File: config.mk
export PLATFORM = sky130hd
export DESIGN_NAME = regbank_mp
export DESIGN_NICKNAME = d
export VERILOG_FILES = /design/src/rtl/regbank_pkg.sv /design/src/rtl/regbank_rd_port.sv /design/src/rtl/regbank_mp.sv
export SDC_FILE = /design/constraint.sdc
export NUM_CORES = 2
export LEC_CHECK = 0
export ABC_CLOCK_PERIOD_IN_PS = 2000
export CELL_PAD_IN_SITES_DETAIL_PLACEMENT = 1
export CELL_PAD_IN_SITES_GLOBAL_PLACEMENT = 2
export CORE_MARGIN = 2
export CORE_UTILIZATION = 48
export CTS_BUF_LIST = sky130_fd_sc_hd__clkbuf_4 sky130_fd_sc_hd__clkbuf_8
export DETAILED_ROUTE_END_ITERATION = 7
export PLACE_DENSITY = 0.83
export SETUP_SLACK_MARGIN = 0.02
export SYNTH_ARGS = -nofsm -noshare
export SYNTH_HDL_FRONTEND = slang
export SYNTH_SLANG_ARGS = --single-unit
File: constraint.sdc
create_clock -name clk -period 2 [get_ports clk]
set_clock_uncertainty 0.1 [all_clocks]
set_input_delay 0.6 -clock clk [delete_from_list [all_inputs] [get_ports clk]]
set_output_delay 0.6 -clock clk [all_outputs]
set_load 0.02 [all_outputs]
File: src/rtl/regbank_pkg.sv
// Shared defaults, address-width helper and port-index type for the multi-port register bank.
package regbank_pkg;

    localparam int unsigned REGBANK_DATA_W = 64;
    localparam int unsigned REGBANK_DEPTH  = 32;
    localparam int unsigned REGBANK_NUM_RD = 2;

    // Up to four read ports.
    typedef logic [1:0] portIdx_t;

    function automatic int unsigned addrWidth(input int unsigned depth);
        return (depth > 1) ? $clog2(depth) : 1;
    endfunction

endpackage

File: src/rtl/regbank_rd_port.sv
// One registered read port: write-port address compare, forwarding mux and
// output registers that hold their data while the port is idle.
module regbank_rd_port #(
    parameter int unsigned DATA_W = 64,
    parameter int unsigned ADDR_W = 5
) (
    input  logic              clk,
    input  logic              rst_n,
    input  logic              rdEn,
    input  logic [ADDR_W-1:0] rdAddr,
    input  logic [DATA_W-1:0] storedData,
    input  logic              wrEn,
    input  logic [ADDR_W-1:0] wrAddr,
    input  logic [DATA_W-1:0] wrData,
    output logic [DATA_W-1:0] rdData,
    output logic              rdValid
);

    logic              fwdHit;
    logic [DATA_W-1:0] rdDataNext;

    // A same-cycle write wins over the stale stored value.
    always_comb begin
        fwdHit     = wrEn && (wrAddr == rdAddr);
        rdDataNext = fwdHit ? wrData : storedData;
    end

    always_ff @(posedge clk or negedge rst_n) begin
        if (!rst_n) begin
            rdData  <= '0;
            rdValid <= 1'b0;
        end else begin
            rdValid <= rdEn;
            if (rdEn) begin
                rdData <= rdDataNext;
            end
        end
    end

endmodule

File: src/rtl/regbank_mp.sv
// Register bank with one write port and NUM_RD registered read ports with forwarding.
// Define REGBANK_ZERO_REG_EN to hardwire register 0 to zero.
module regbank_mp
    import regbank_pkg::*;
#(
    parameter int unsigned DATA_W = REGBANK_DATA_W,
    parameter int unsigned DEPTH  = REGBANK_DEPTH,
    parameter int unsigned NUM_RD = REGBANK_NUM_RD,
    localparam int unsigned ADDR_W = addrWidth(DEPTH)
) (
    input  logic                     clk,
    input  logic                     rst_n,
    input  logic                     wr_en,
    input  logic [ADDR_W-1:0]        wr_addr,
    input  logic [DATA_W-1:0]        wr_data,
    input  logic [NUM_RD-1:0]        rd_en,
    input  logic [NUM_RD*ADDR_W-1:0] rd_addr,
    output logic [NUM_RD*DATA_W-1:0] rd_data,
    output logic [NUM_RD-1:0]        rd_valid
);

    logic [DATA_W-1:0] storage [DEPTH];
    logic              wrEff;

    // With the zero register, a write to address 0 is dropped both from storage
    // and from forwarding, so register 0 reads back as 0 in every case.
    always_comb begin
`ifdef REGBANK_ZERO_REG_EN
        wrEff = wr_en && (wr_addr != '0);
`else
        wrEff = wr_en;
`endif
    end

    always_ff @(posedge clk or negedge rst_n) begin
        if (!rst_n) begin
            for (int unsigned i = 0; i < DEPTH; i++) begin
                storage[i] <= '0;
            end
        end else if (wrEff) begin
            storage[wr_addr] <= wr_data;
        end
    end

    for (genvar p = 0; p < NUM_RD; p++) begin : gRdPort
        logic [ADDR_W-1:0] portAddr;
        assign portAddr = rd_addr[p*ADDR_W +: ADDR_W];

        regbank_rd_port #(
            .DATA_W(DATA_W),
            .ADDR_W(ADDR_W)
        ) uRdPort (
            .clk       (clk),
            .rst_n     (rst_n),
            .rdEn      (rd_en[p]),
            .rdAddr    (portAddr),
            .storedData(storage[portAddr]),
            .wrEn      (wrEff),
            .wrAddr    (wr_addr),
            .wrData    (wr_data),
            .rdData    (rd_data[p*DATA_W +: DATA_W]),
            .rdValid   (rd_valid[p])
        );
    end

endmodule

==> metrics.csv <==
metric,value,unit
Die Width,492,um
critical path class,reg2out,
final core utilization,61.0,%
critical path's slowest cell,sky130_fd_sc_hd__dfrtp_2,
count of flip-flops with a built-in enable after synthesis,0,
WL per Instance,39.2,um
synthesized netlist net count,7733,
share of layout cells above drive strength 1,60.6,%
transition time at the pin with the least slew margin,1080,ps
maximum clock rate,395,MHz
pre-CTS setup slack,-1210,ps
buffers plus inverters on the worst setup path,1,
IO Count,214,
PwrDens,959,nW/um^2
count of different cell masters after synthesis,67,
number of nets with antenna violations after detailed routing,0,
clock tree from TritonCTS,done,
Final min period,2530,ps
"Cell Chain, Critical Path",buf_12,
full die area,242000,sq um
number of vias per cell after detailed routing,6.98,
most used flip-flop cell after synthesis,sky130_fd_sc_hd__dfrtp_1,
Buffers on Ports,213,
Required @ worst endpoint,1300,ps
grt ovf,0,
effective utilization at floorplan,48.2,%
growth of design area from synthesis to finish,26.6,%
Longest Clk Path Bufs,4,
crit path max fanout,2,
overall power,139,mW
core outline area,237000,sq um
maximum number of pins on one net before global-route repair,61,
number of vias in the routed layout,85777,
leakage,64.0,nW
outcome,"complete, but fails checks",
data arrival time of the critical path,1830,ps
startpoint type of the worst setup path,flop,
overall routed net length,481000,um
remaining design rule violation count,0,
count of standard-cell rows,179,
CP top delay family,flip-flops,
number of sinks on the clock net,2178,
Synth Warn #,0,
cts bufs inserted,393,
global-route wire length before repair,686000,um
antenna violations before repair,17,
worst slew slack as a fraction of its limit,27.5,%
insertion delay of the later-clocked pin in the worst-skew pair,1120,ps
final count of negative-setup-slack endpoints,134,
number of pins exceeding their max-slew limit in the final report,0,
final worst-path cycle share,127,%
hold violation count in the final report,0,
DRT iter0 DRCs,9857,
violated checks,negative setup slack,
sequential-to-total area share from yosys stat,47.6,%
synthesized netlist cell count,7649,
stage delay of the slowest cell on the critical path,520,ps
worst hold slack after final layout,100,ps
Max Cap Viol,0,
via count of the first global-routing pass,91206,
area of the mapped netlist,114000,sq um
unrepaired setup endpoints after global routing,true,
HPWL after detailed placement,330000,um
slack of the critical path,-531,ps
total global-route track usage,39.3,%
synthesized flop and latch total,2178,
first-pass iteration count of the detailed router,6,
async set-or-reset flop fraction in the synthesized netlist,100,%
Post-Synthesis Mean Instance Area,15.0,sq um
clk slew on worst S/H paths,60,ps
number of nets in the final layout,8896,
Worst IR Drop VDD,0.000918,V
endpoint class of the critical path,output port,
Die Span Y,492,um
CTS H-Tree Depth,5,
routability cong.,0.941,
CTS root buffer,sky130_fd_sc_hd__clkbuf_8,
Tightest Hold Check Type,in2reg,
-- registers in the layout, indices dropped and copies added (netlist names) --
register	flops
storage	2048
gRdPort.uRdPort.rdData	128
gRdPort.uRdPort.rdValid	2
-- synthesized netlist by cell type, types with 7 or more instances --
| library cell | n | area (sq um) |
|---|---|---|
| sky130_fd_sc_hd__o21ai_0 | 41 | 205 |
| sky130_fd_sc_hd__a22oi_1 | 169 | 1270 |
| sky130_fd_sc_hd__o21ai_1 | 26 | 130 |
| sky130_fd_sc_hd__buf_1 | 19 | 71.3 |
| sky130_fd_sc_hd__nand2b_1 | 37 | 231 |
| sky130_fd_sc_hd__nor2_2 | 9 | 56.3 |
| sky130_fd_sc_hd__a211oi_1 | 48 | 360 |
| sky130_fd_sc_hd__a2111oi_0 | 11 | 96.3 |
| sky130_fd_sc_hd__o22ai_1 | 108 | 676 |
| sky130_fd_sc_hd__buf_4 | 85 | 638 |
| sky130_fd_sc_hd__a221oi_1 | 66 | 578 |
| sky130_fd_sc_hd__nor4_1 | 24 | 150 |
| sky130_fd_sc_hd__buf_2 | 281 | 1410 |
| sky130_fd_sc_hd__a32o_1 | 7 | 70.1 |
| sky130_fd_sc_hd__and2_1 | 7 | 43.8 |
| sky130_fd_sc_hd__and3_1 | 28 | 175 |
| sky130_fd_sc_hd__nand4_1 | 14 | 87.6 |
| sky130_fd_sc_hd__mux4_2 | 978 | 22000 |
| sky130_fd_sc_hd__nand3_1 | 59 | 295 |
| sky130_fd_sc_hd__a21oi_1 | 83 | 415 |
| sky130_fd_sc_hd__clkbuf_1 | 383 | 1440 |
| sky130_fd_sc_hd__inv_1 | 7 | 26.3 |
| sky130_fd_sc_hd__nor2b_1 | 46 | 288 |
| sky130_fd_sc_hd__a22o_1 | 10 | 87.6 |
| sky130_fd_sc_hd__buf_6 | 48 | 541 |
| sky130_fd_sc_hd__mux2_2 | 2109 | 23700 |
| sky130_fd_sc_hd__o211ai_1 | 13 | 97.6 |
| sky130_fd_sc_hd__mux2i_1 | 187 | 1870 |
| sky130_fd_sc_hd__dfrtp_1 | 2178 | 54500 |
| sky130_fd_sc_hd__nor2_1 | 190 | 713 |
| sky130_fd_sc_hd__nand2_1 | 215 | 807 |
| sky130_fd_sc_hd__a221o_1 | 25 | 250 |
| sky130_fd_sc_hd__a31oi_1 | 29 | 181 |
| sky130_fd_sc_hd__nor3_1 | 27 | 135 |
-- area by class of cell --
class / count / area (sq um)
tap: 3167 / 3960
multi-input combinational: 4646 / 58900
fill: 21402 / 92600
sequential: 2178 / 54600
clock inverter: 59 / 549
antenna: 16 / 40.0
timing repair buffer: 1584 / 18900
clock buffer: 622 / 7800
inverter: 9 / 36.3
-- metrics by stage --
step / setup TNS, ps / cells / area (sq um)
final: -52640 / 12281 / 145000
after global routing: -57400 / 12270 / 145000
after CTS: -59570 / 12234 / 144000
after detailed placement: -1747570 / 11497 / 135000
after global placement: -1710190 / 11497 / 135000
after floorplan: -293560 / 7649 / 119000
-- logic make-up (layout without fill, tap and decap cells) --
family                    count (synthesis)  count (layout)  share of synthesized area, %
DFF                                    2178            2178                          47.6
muxes                                  3274            3274                          41.7
xor gates and xnor gates                 10              10                        0.0766
and+or+nand+nor                         683             683                          2.79
other                                     0              16                             0
AOI/OAI and AO/OA                       679             679                          4.22
buffers and inverters                   825            2274                          3.61
-- path summary, 6_finish.rpt --
| check | slack, ps | endpoint | from | depth (start not counted) |
|---|---|---|---|---|
| max | -530 | rd_data[20] | gRdPort[0].uRdPort.rdData[20] | 1 |
| min reg2reg | 410 | storage[1916] | storage[1916] | 2 |
| min in group asynchronous | 110 | storage[507] | rst_n | 3 |
| min | 100 | gRdPort[1].uRdPort.rdData[9] | rd_addr[9] | 5 |
| max reg2reg | -50 | gRdPort[1].uRdPort.rdData[47] | storage[1775] | 6 |
| max in group asynchronous | 440 | storage[719] | rst_n | 3 |
-- power by group --
| part | internal [mW] | switching (mW) | total (mW) | leakage, nW |
|---|---|---|---|---|
| combinational | 19.5 | 13.0 | 32.5 | 31.9 |
| sequential | 52.7 | 7.92 | 60.6 | 27.7 |
| clock | 25.7 | 20.0 | 45.8 | 4.46 |
| total | 97.9 | 41.0 | 139 | 64.0 |
-- routing by layer --
| layer | vias up | GRT usage (%) | part of all wire [%] |
|---|---|---|---|
| li1 | 32017 | - | - |
| met1 | 46386 | 50.6 | 37 |
| met2 | 5726 | 59.0 | 45 |
| met3 | 1634 | 10.3 | 10 |
| met4 | 14 | 25.8 | 7.6 |
| met5 | - | 0 | 0.033 |
-- what timing repair did --
| action | CTS | global route |
|---|---|---|
| pin swaps | 16 | 27 |
| hold buffers | 6 | 0 |
| gates resized for setup | 845 | 52 |
| endpoints found under the setup margin | 145 | 162 |
| endpoints found under the hold margin | 2089 | 0 |
| buffers inserted | 50 | 33 |
-- cells in the final DEF (no fill, tap or decap), types with 151 or more instances in the layout --
cell type and n:
sky130_fd_sc_hd__nand2_1 193, sky130_fd_sc_hd__mux2_4 586, sky130_fd_sc_hd__mux2_2 1523, sky130_fd_sc_hd__mux2i_1 185, sky130_fd_sc_hd__a22oi_1 151, sky130_fd_sc_hd__nor2_1 171, sky130_fd_sc_hd__buf_12 498, sky130_fd_sc_hd__mux4_2 978
sky130_fd_sc_hd__dfrtp_1 2112, sky130_fd_sc_hd__clkbuf_8 501, sky130_fd_sc_hd__buf_4 869
Note: power is estimated with default switching activity, not from simulation.
